### src/rtl/writeback_stage_if.sv
// MEM/WB boundary bundle: MEM-stage result and pipeline control going in,
// register-file write port and status coming out of the write-back stage.
interface writeback_stage_if;
  logic        stall;
  logic        flush;
  logic        memValid;
  logic        memRegWrite;
  logic [4:0]  memWriteReg;
  logic [1:0]  memWbSel;
  logic [31:0] memAluResult;
  logic [31:0] memLoadData;
  logic [2:0]  memLoadType;
  logic [1:0]  memByteOff;
  logic [31:0] memLinkAddr;
  logic        RegWrite;
  logic [4:0]  writeReg;
  logic [31:0] writeData;
  logic        wbValid;
  logic        misaligned;
  logic [31:0] retireCount;

  // Pipeline / testbench side: drives the MEM result, observes the WB outputs.
  modport master (
    output stall, flush, memValid, memRegWrite, memWriteReg, memWbSel,
           memAluResult, memLoadData, memLoadType, memByteOff, memLinkAddr,
    input  RegWrite, writeReg, writeData, wbValid, misaligned, retireCount
  );

  // Write-back stage side.
  modport slave (
    input  stall, flush, memValid, memRegWrite, memWriteReg, memWbSel,
           memAluResult, memLoadData, memLoadType, memByteOff, memLinkAddr,
    output RegWrite, writeReg, writeData, wbValid, misaligned, retireCount
  );
endinterface

### src/rtl/writeback_stage.sv
// Write-back stage of the five-stage MIPS core: MEM/WB register, write-back
// source select, sub-word load alignment/extension, misaligned-load flag and
// retired-instruction counter. Sole driver of the register-file write port.
module writeback_stage #(
  parameter bit ZERO_REG_GUARD = 1'b1
) (
  input logic             CLK,
  input logic             RST,
  writeback_stage_if.slave wb
);

  typedef enum logic [2:0] {
    LD_LW  = 3'b000,
    LD_LB  = 3'b001,
    LD_LBU = 3'b010,
    LD_LH  = 3'b011,
    LD_LHU = 3'b100
  } load_type_e;

  typedef enum logic [1:0] {
    SEL_ALU  = 2'b00,
    SEL_LOAD = 2'b01,
    SEL_LINK = 2'b10,
    SEL_RSVD = 2'b11
  } wb_sel_e;

  logic        reg_write_q,    reg_write_d;
  logic [4:0]  write_reg_q,    write_reg_d;
  logic [31:0] write_data_q,   write_data_d;
  logic        wb_valid_q,     wb_valid_d;
  logic        misaligned_q,   misaligned_d;
  logic [31:0] retire_count_q, retire_count_d;

  logic [7:0]  load_byte;
  logic [15:0] load_half;
  logic [31:0] load_ext;
  logic        load_fault;
  logic        is_misaligned;
  logic        reg_write_cap;
  logic [31:0] sel_data;

  // Little-endian byte/halfword extraction and extension of the load word.
  always_comb begin
    // NOTE: every always_comb output gets a default first so no path leaves
    // a variable unassigned, which would infer a latch.
    load_byte  = 8'h00;
    load_ext   = 32'h0;
    load_fault = 1'b0;
    unique case (wb.memByteOff)
      2'd0: load_byte = wb.memLoadData[7:0];
      2'd1: load_byte = wb.memLoadData[15:8];
      2'd2: load_byte = wb.memLoadData[23:16];
      2'd3: load_byte = wb.memLoadData[31:24];
      default: load_byte = 8'h00;
    endcase
    load_half = wb.memByteOff[1] ? wb.memLoadData[31:16] : wb.memLoadData[15:0];
    case (load_type_e'(wb.memLoadType))
      LD_LW: begin
        load_ext   = wb.memLoadData;
        load_fault = (wb.memByteOff != 2'd0);
      end
      LD_LB:  load_ext = {{24{load_byte[7]}}, load_byte};
      LD_LBU: load_ext = {24'h0, load_byte};
      LD_LH: begin
        load_ext   = {{16{load_half[15]}}, load_half};
        load_fault = wb.memByteOff[0];
      end
      LD_LHU: begin
        load_ext   = {16'h0, load_half};
        load_fault = wb.memByteOff[0];
      end
      // Reserved encodings fault and contribute no data.
      default: begin
        load_ext   = 32'h0;
        load_fault = 1'b1;
      end
    endcase
  end

  // Source select, fault detection and register-file write qualification.
  always_comb begin
    sel_data = 32'h0;
    case (wb_sel_e'(wb.memWbSel))
      SEL_ALU:  sel_data = wb.memAluResult;
      SEL_LOAD: sel_data = load_ext;
      SEL_LINK: sel_data = wb.memLinkAddr;
      default:  sel_data = 32'h0;
    endcase
    is_misaligned = wb.memValid && (wb.memWbSel == SEL_LOAD) && load_fault;
    reg_write_cap = wb.memValid && wb.memRegWrite && (wb.memWbSel != SEL_RSVD)
                    && !is_misaligned
                    && !(ZERO_REG_GUARD && (wb.memWriteReg == 5'd0));
  end

  // Next MEM/WB register contents: flush beats stall beats capture.
  always_comb begin
    reg_write_d    = reg_write_q;
    write_reg_d    = write_reg_q;
    write_data_d   = write_data_q;
    wb_valid_d     = wb_valid_q;
    misaligned_d   = misaligned_q;
    retire_count_d = retire_count_q;
    if (wb.flush) begin
      // Bubble; the retire counter deliberately keeps its value.
      reg_write_d  = 1'b0;
      write_reg_d  = 5'd0;
      write_data_d = 32'h0;
      wb_valid_d   = 1'b0;
      misaligned_d = 1'b0;
    end else if (!wb.stall) begin
      reg_write_d  = reg_write_cap;
      write_reg_d  = wb.memWriteReg;
      write_data_d = sel_data;
      wb_valid_d   = wb.memValid;
      misaligned_d = is_misaligned;
      // Counts every non-faulting valid instruction, even ones that write
      // nothing; wraps naturally at 2^32.
      if (wb.memValid && !is_misaligned)
        retire_count_d = retire_count_q + 32'd1;
    end
  end

  // MEM/WB register with synchronous reset that overrides stall and flush.
  always_ff @(posedge CLK) begin
    // NOTE: state is updated with non-blocking assignments so every flop
    // samples pre-edge values regardless of statement order.
    if (RST) begin
      reg_write_q    <= 1'b0;
      write_reg_q    <= 5'd0;
      write_data_q   <= 32'h0;
      wb_valid_q     <= 1'b0;
      misaligned_q   <= 1'b0;
      retire_count_q <= 32'h0;
    end else begin
      reg_write_q    <= reg_write_d;
      write_reg_q    <= write_reg_d;
      write_data_q   <= write_data_d;
      wb_valid_q     <= wb_valid_d;
      misaligned_q   <= misaligned_d;
      retire_count_q <= retire_count_d;
    end
  end

  assign wb.RegWrite    = reg_write_q;
  assign wb.writeReg    = write_reg_q;
  assign wb.writeData   = write_data_q;
  assign wb.wbValid     = wb_valid_q;
  assign wb.misaligned  = misaligned_q;
  assign wb.retireCount = retire_count_q;

endmodule

### src/flat_wrapper.sv
// flat-port wrapper written by rule: the top's interface ports become plain ports
module writeback_stage_flat 
#(
  parameter bit ZERO_REG_GUARD = 1'b1
)
  (CLK, RST, wb_stall, wb_flush, wb_memValid, wb_memRegWrite, wb_memWriteReg, wb_memWbSel, wb_memAluResult, wb_memLoadData, wb_memLoadType, wb_memByteOff, wb_memLinkAddr, wb_RegWrite, wb_writeReg, wb_writeData, wb_wbValid, wb_misaligned, wb_retireCount);
  writeback_stage_if wb_i ();
  input logic CLK;
  input logic RST;
  input wire logic [$bits(wb_i.stall)-1:0] wb_stall;
  input wire logic [$bits(wb_i.flush)-1:0] wb_flush;
  input wire logic [$bits(wb_i.memValid)-1:0] wb_memValid;
  input wire logic [$bits(wb_i.memRegWrite)-1:0] wb_memRegWrite;
  input wire logic [$bits(wb_i.memWriteReg)-1:0] wb_memWriteReg;
  input wire logic [$bits(wb_i.memWbSel)-1:0] wb_memWbSel;
  input wire logic [$bits(wb_i.memAluResult)-1:0] wb_memAluResult;
  input wire logic [$bits(wb_i.memLoadData)-1:0] wb_memLoadData;
  input wire logic [$bits(wb_i.memLoadType)-1:0] wb_memLoadType;
  input wire logic [$bits(wb_i.memByteOff)-1:0] wb_memByteOff;
  input wire logic [$bits(wb_i.memLinkAddr)-1:0] wb_memLinkAddr;
  output wire logic [$bits(wb_i.RegWrite)-1:0] wb_RegWrite;
  output wire logic [$bits(wb_i.writeReg)-1:0] wb_writeReg;
  output wire logic [$bits(wb_i.writeData)-1:0] wb_writeData;
  output wire logic [$bits(wb_i.wbValid)-1:0] wb_wbValid;
  output wire logic [$bits(wb_i.misaligned)-1:0] wb_misaligned;
  output wire logic [$bits(wb_i.retireCount)-1:0] wb_retireCount;
  assign wb_i.stall = wb_stall;
  assign wb_i.flush = wb_flush;
  assign wb_i.memValid = wb_memValid;
  assign wb_i.memRegWrite = wb_memRegWrite;
  assign wb_i.memWriteReg = wb_memWriteReg;
  assign wb_i.memWbSel = wb_memWbSel;
  assign wb_i.memAluResult = wb_memAluResult;
  assign wb_i.memLoadData = wb_memLoadData;
  assign wb_i.memLoadType = wb_memLoadType;
  assign wb_i.memByteOff = wb_memByteOff;
  assign wb_i.memLinkAddr = wb_memLinkAddr;
  assign wb_RegWrite = wb_i.RegWrite;
  assign wb_writeReg = wb_i.writeReg;
  assign wb_writeData = wb_i.writeData;
  assign wb_wbValid = wb_i.wbValid;
  assign wb_misaligned = wb_i.misaligned;
  assign wb_retireCount = wb_i.retireCount;
  writeback_stage #(.ZERO_REG_GUARD(ZERO_REG_GUARD)) u_core (.CLK(CLK), .RST(RST), .wb(wb_i));
endmodule
### config.mk
export PLATFORM = sky130hd
export DESIGN_NAME = writeback_stage_flat
export DESIGN_NICKNAME = d
export VERILOG_FILES = /design/src/rtl/writeback_stage_if.sv /design/src/rtl/writeback_stage.sv /design/src/flat_wrapper.sv
export SDC_FILE = /design/constraint.sdc
export NUM_CORES = 1
export LEC_CHECK = 0
export ABC_AREA = 0
export CAP_MARGIN = 10
export CORE_MARGIN = 2
export CORE_UTILIZATION = 43
export DETAILED_ROUTE_END_ITERATION = 16
export PLACE_DENSITY = 0.82
export SLEW_MARGIN = 0
export SYNTH_ARGS = -nofsm -noshare
export SYNTH_HDL_FRONTEND = slang
export SYNTH_SLANG_ARGS = --single-unit
### constraint.sdc
create_clock -name CLK -period 2.53 [get_ports CLK]
set_clock_uncertainty 0.15 [all_clocks]
set_input_delay 0.3795 -clock CLK [delete_from_list [all_inputs] [get_ports CLK]]
set_output_delay 0.3795 -clock CLK [all_outputs]
set_load 0.03 [all_outputs]
==> impl_results.rst <==
.. list-table::
   :header-rows: 1

   * - Metric
     - Value
   * - Setup Viol. Count Final
     - 0
   * - Remaining global-route overflow
     - 0
   * - YS warnings
     - 0
   * - Ys flop type
     - dfxtp_1
   * - Synthesized netlist cell count
     - 490
   * - Pleak
     - 2.37 nW
   * - Ratio of routed vias to standard cells
     - 5.70
   * - Residual DRC
     - 0
   * - HPWL Detailed
     - 11400 um
   * - Post-CTS Setup Inserts
     - 0
   * - Number of unique standard cell types used by synthesis
     - 56
   * - Total count of hold-check failures in the final report
     - 0
   * - Later-pin clock latency in the skew report
     - 350 ps
   * - Horizontal die dimension
     - about 100 um
   * - Critical path peak fanout
     - 24
   * - Worst slew margin
     - 0.592
   * - Register bit count reported by yosys
     - 72
   * - Uppermost metal layer occupied by signal nets
     - met4
   * - Critical path data required time
     - 2610 ps
   * - Count of maximum capacitance violations
     - 0
   * - Gr usage total
     - 0.271
   * - Count leader, synth
     - dfxtp_1
   * - Final Routed Wirelength
     - 14800 um
   * - Router iterations before antenna repair
     - 6
   * - Syn avg cell area
     - 8.68 um^2
   * - Post-CTS Hold Fix Bufs
     - 0
   * - Global-route wire length before repair
     - ~22000 um
   * - Top achievable clock speed
     - 0.419 GHz
   * - Vias in the first global route
     - 4551
   * - Pwr Density
     - 436 nW/um^2
   * - Core Region
     - 9680 um^2
   * - Synth async-reset ratio
     - 0
   * - Area delta synth->final
     - 56.0%
   * - Transition time of the tightest slew-check pin
     - around 600 ps
   * - Number of rows created at floorplan
     - 36
   * - Number of top-level pins
     - 186
   * - Initial antenna violation count
     - 0
   * - Cell taking the most area after synthesis
     - dfxtp_1
   * - CTS H-tree depth
     - 3
   * - Status
     - completed
   * - Setup Crit Path Kind
     - input pin to flop
   * - Number of nets with antenna violations after detailed routing
     - 0
   * - Data arrival time of the critical path
     - 2470 ps
   * - Clock Root Buffer
     - clkbuf_8
   * - Area contributors post-synth
     - dfxtp_1 (34%), mux2i_1 (9.9%), nand2_1 (4.7%), xnor2_1 (4.3%), o221a_2 (4.2%)
   * - CTS clk-pin slew, worst paths
     - 80 ps
   * - Effective utilization at floorplan
     - 0.439
   * - Seq/Total Area, Yosys
     - 0.339
   * - Maximum number of pins on one net before global-route repair
     - 33
   * - CTS max path bufs
     - 2
   * - Portion of synthesized cell area occupied by the leading cell type
     - 0.339
   * - Number of buffers added on ports
     - 185
   * - Share of layout cells above drive strength 1
     - 0.132
   * - Chip Height
     - 103 um
   * - Fillers
     - 756
   * - Setup repair after global routing missed its margin
     - no
   * - EDFF count, synth
     - 0
   * - Number of DRC markers in iteration 0
     - 315
   * - Worst IR drop on VDD
     - 0.322 mV
   * - TritonCTS buffer count
     - 9
   * - WL met3
     - 1320 um
   * - Met1 WL
     - 5760 um
   * - Clock tree from TritonCTS
     - built
   * - Number of max-slew violations in the final report
     - 0
   * - Crit share post-route
     - 0.943
   * - Most frequent cells after synthesis
     - dfxtp_1 (72), nand2_1 (53), nor2_1 (44), mux2i_1 (42), a21oi_1 (29)
   * - Final critical delay including setup and external delays
     - roughly 2400 ps
   * - Final total power
     - a little under 3 mW
   * - CP Launch Type
     - input pin
   * - Kind of end point of the critical path
     - flop
   * - Antenna cells
     - 0
   * - Count of instances resized after the clock tree is built
     - 0
   * - Hold Path Class
     - flop to flop
   * - Number of nets in the finished design
     - 799
   * - Syn Std Cell Area
     - 4260 um^2
   * - Clock Sinks
     - 72
   * - GPL Wtd Cong
     - 0.905
   * - Via count
     - approximately 4700
   * - Area enclosed by the die boundary
     - roughly 11000 um^2
   * - Hold slack final
     - 320 ps
   * - Post-Syn Nets
     - approximately 610
   * - Met2 WL
     - 7320 um
   * - Wire length per cell after detailed routing
     - 18.0 um
layer usage:
layer  track usage  vias to the layer above
li1              -                     2223
met1         0.336                     2177
met2         0.455                      255
met3        0.0591                       33
met4         0.109                        0
met5             0                        -
kinds of logic (layout without fill, tap and decap cells):
group / Yosys count / count (layout) / synth area share
compound gates: 123 / 123 / 0.218
xor+xnor: 27 / 27 / 0.0556
fa+ha+maj: 2 / 2 / 0.00529
buf+inv: 48 / 247 / 0.0517
flops: 72 / 72 / 0.339
mux: 48 / 48 / 0.128
simple gates: 170 / 170 / 0.202
layout by cell type, fill, tap and decap left out, types with 7 or more instances in the layout:
master,count
a21oi_1,29
or3_1,7
clkdlybuf4s50_1,184
nand2_1,53
mux2i_1,42
dfxtp_1,72
nand3_1,11
a221oi_1,11
nor2_1,44
clkbuf_8,9
nor4_1,10
o221a_2,16
buf_4,41
o221ai_1,12
o21ai_0,13
a211oi_1,17
xnor2_1,21
worst max-delay path, cell delays in order:
cell	delay, ps
clkdlybuf4s50_1	550
nor2b_1	220
o21ai_2	170
a31oi_4	110
buf_4	230
nor4b_1	520
xnor2_1	210
nor2_1	70
cell type report:
| cell class | count | area, um^2 | area share |
|---|---|---|---|
| Clock inverter | 7 | 118 | 0.0177 |
| Clock buffer | 9 | 124 | 0.0187 |
| Timing Repair Buffer | 227 | 2170 | 0.328 |
| Sequential cell | 72 | 1440 | 0.217 |
| Tap cell | 133 | 166 | 0.0251 |
| Multi-Input combinational cell | 370 | 2600 | 0.391 |
| Inverter | 4 | 15.0 | 0.00226 |
through the flow:
step | TNS [ps] | utilization | instances | cell area, um^2 | setup slack, ps
after floorplan | 0 | - | 490 | 4260 | 129
after global placement | -809 | 0.660 | 806 | 6390 | -134
after detailed placement | -2680 | 0.660 | 806 | 6390 | -174
after CTS | 0 | 0.685 | 822 | 6630 | 128
after global routing | 0 | 0.685 | 822 | 6640 | 15.1
final | 0 | 0.685 | 822 | 6640 | 144
where the power goes:
part | switching (mW) | internal (mW) | leakage, nW
registers | 0.0116 | 1.15 | 0.582
logic | 0.275 | 0.336 | 1.66
clock network | 0.463 | 0.657 | 0.124
sequential cells by signal, indices dropped and copies added (netlist names):
signal and cells:
u_core.wb.RegWrite 1, u_core.wb.misaligned 1, u_core.wb.retireCount 32, u_core.wb.wbValid 1, u_core.wb.writeData 32, u_core.wb.writeReg 5
path summary, 6_finish.rpt:
path                            depth (start not counted)                         to                       from  slack (ps)
worst min register to register                          2     u_core.wb.writeData[7]     u_core.wb.writeData[7]         320
worst max register to register                          6  u_core.wb.retireCount[31]  u_core.wb.retireCount[13]         220
worst max-delay path                                    8  u_core.wb.retireCount[12]           wb_memByteOff[1]         140
worst min-delay path                                    2     u_core.wb.writeData[7]     u_core.wb.writeData[7]         320
Note: power is estimated with default switching activity, not from simulation.
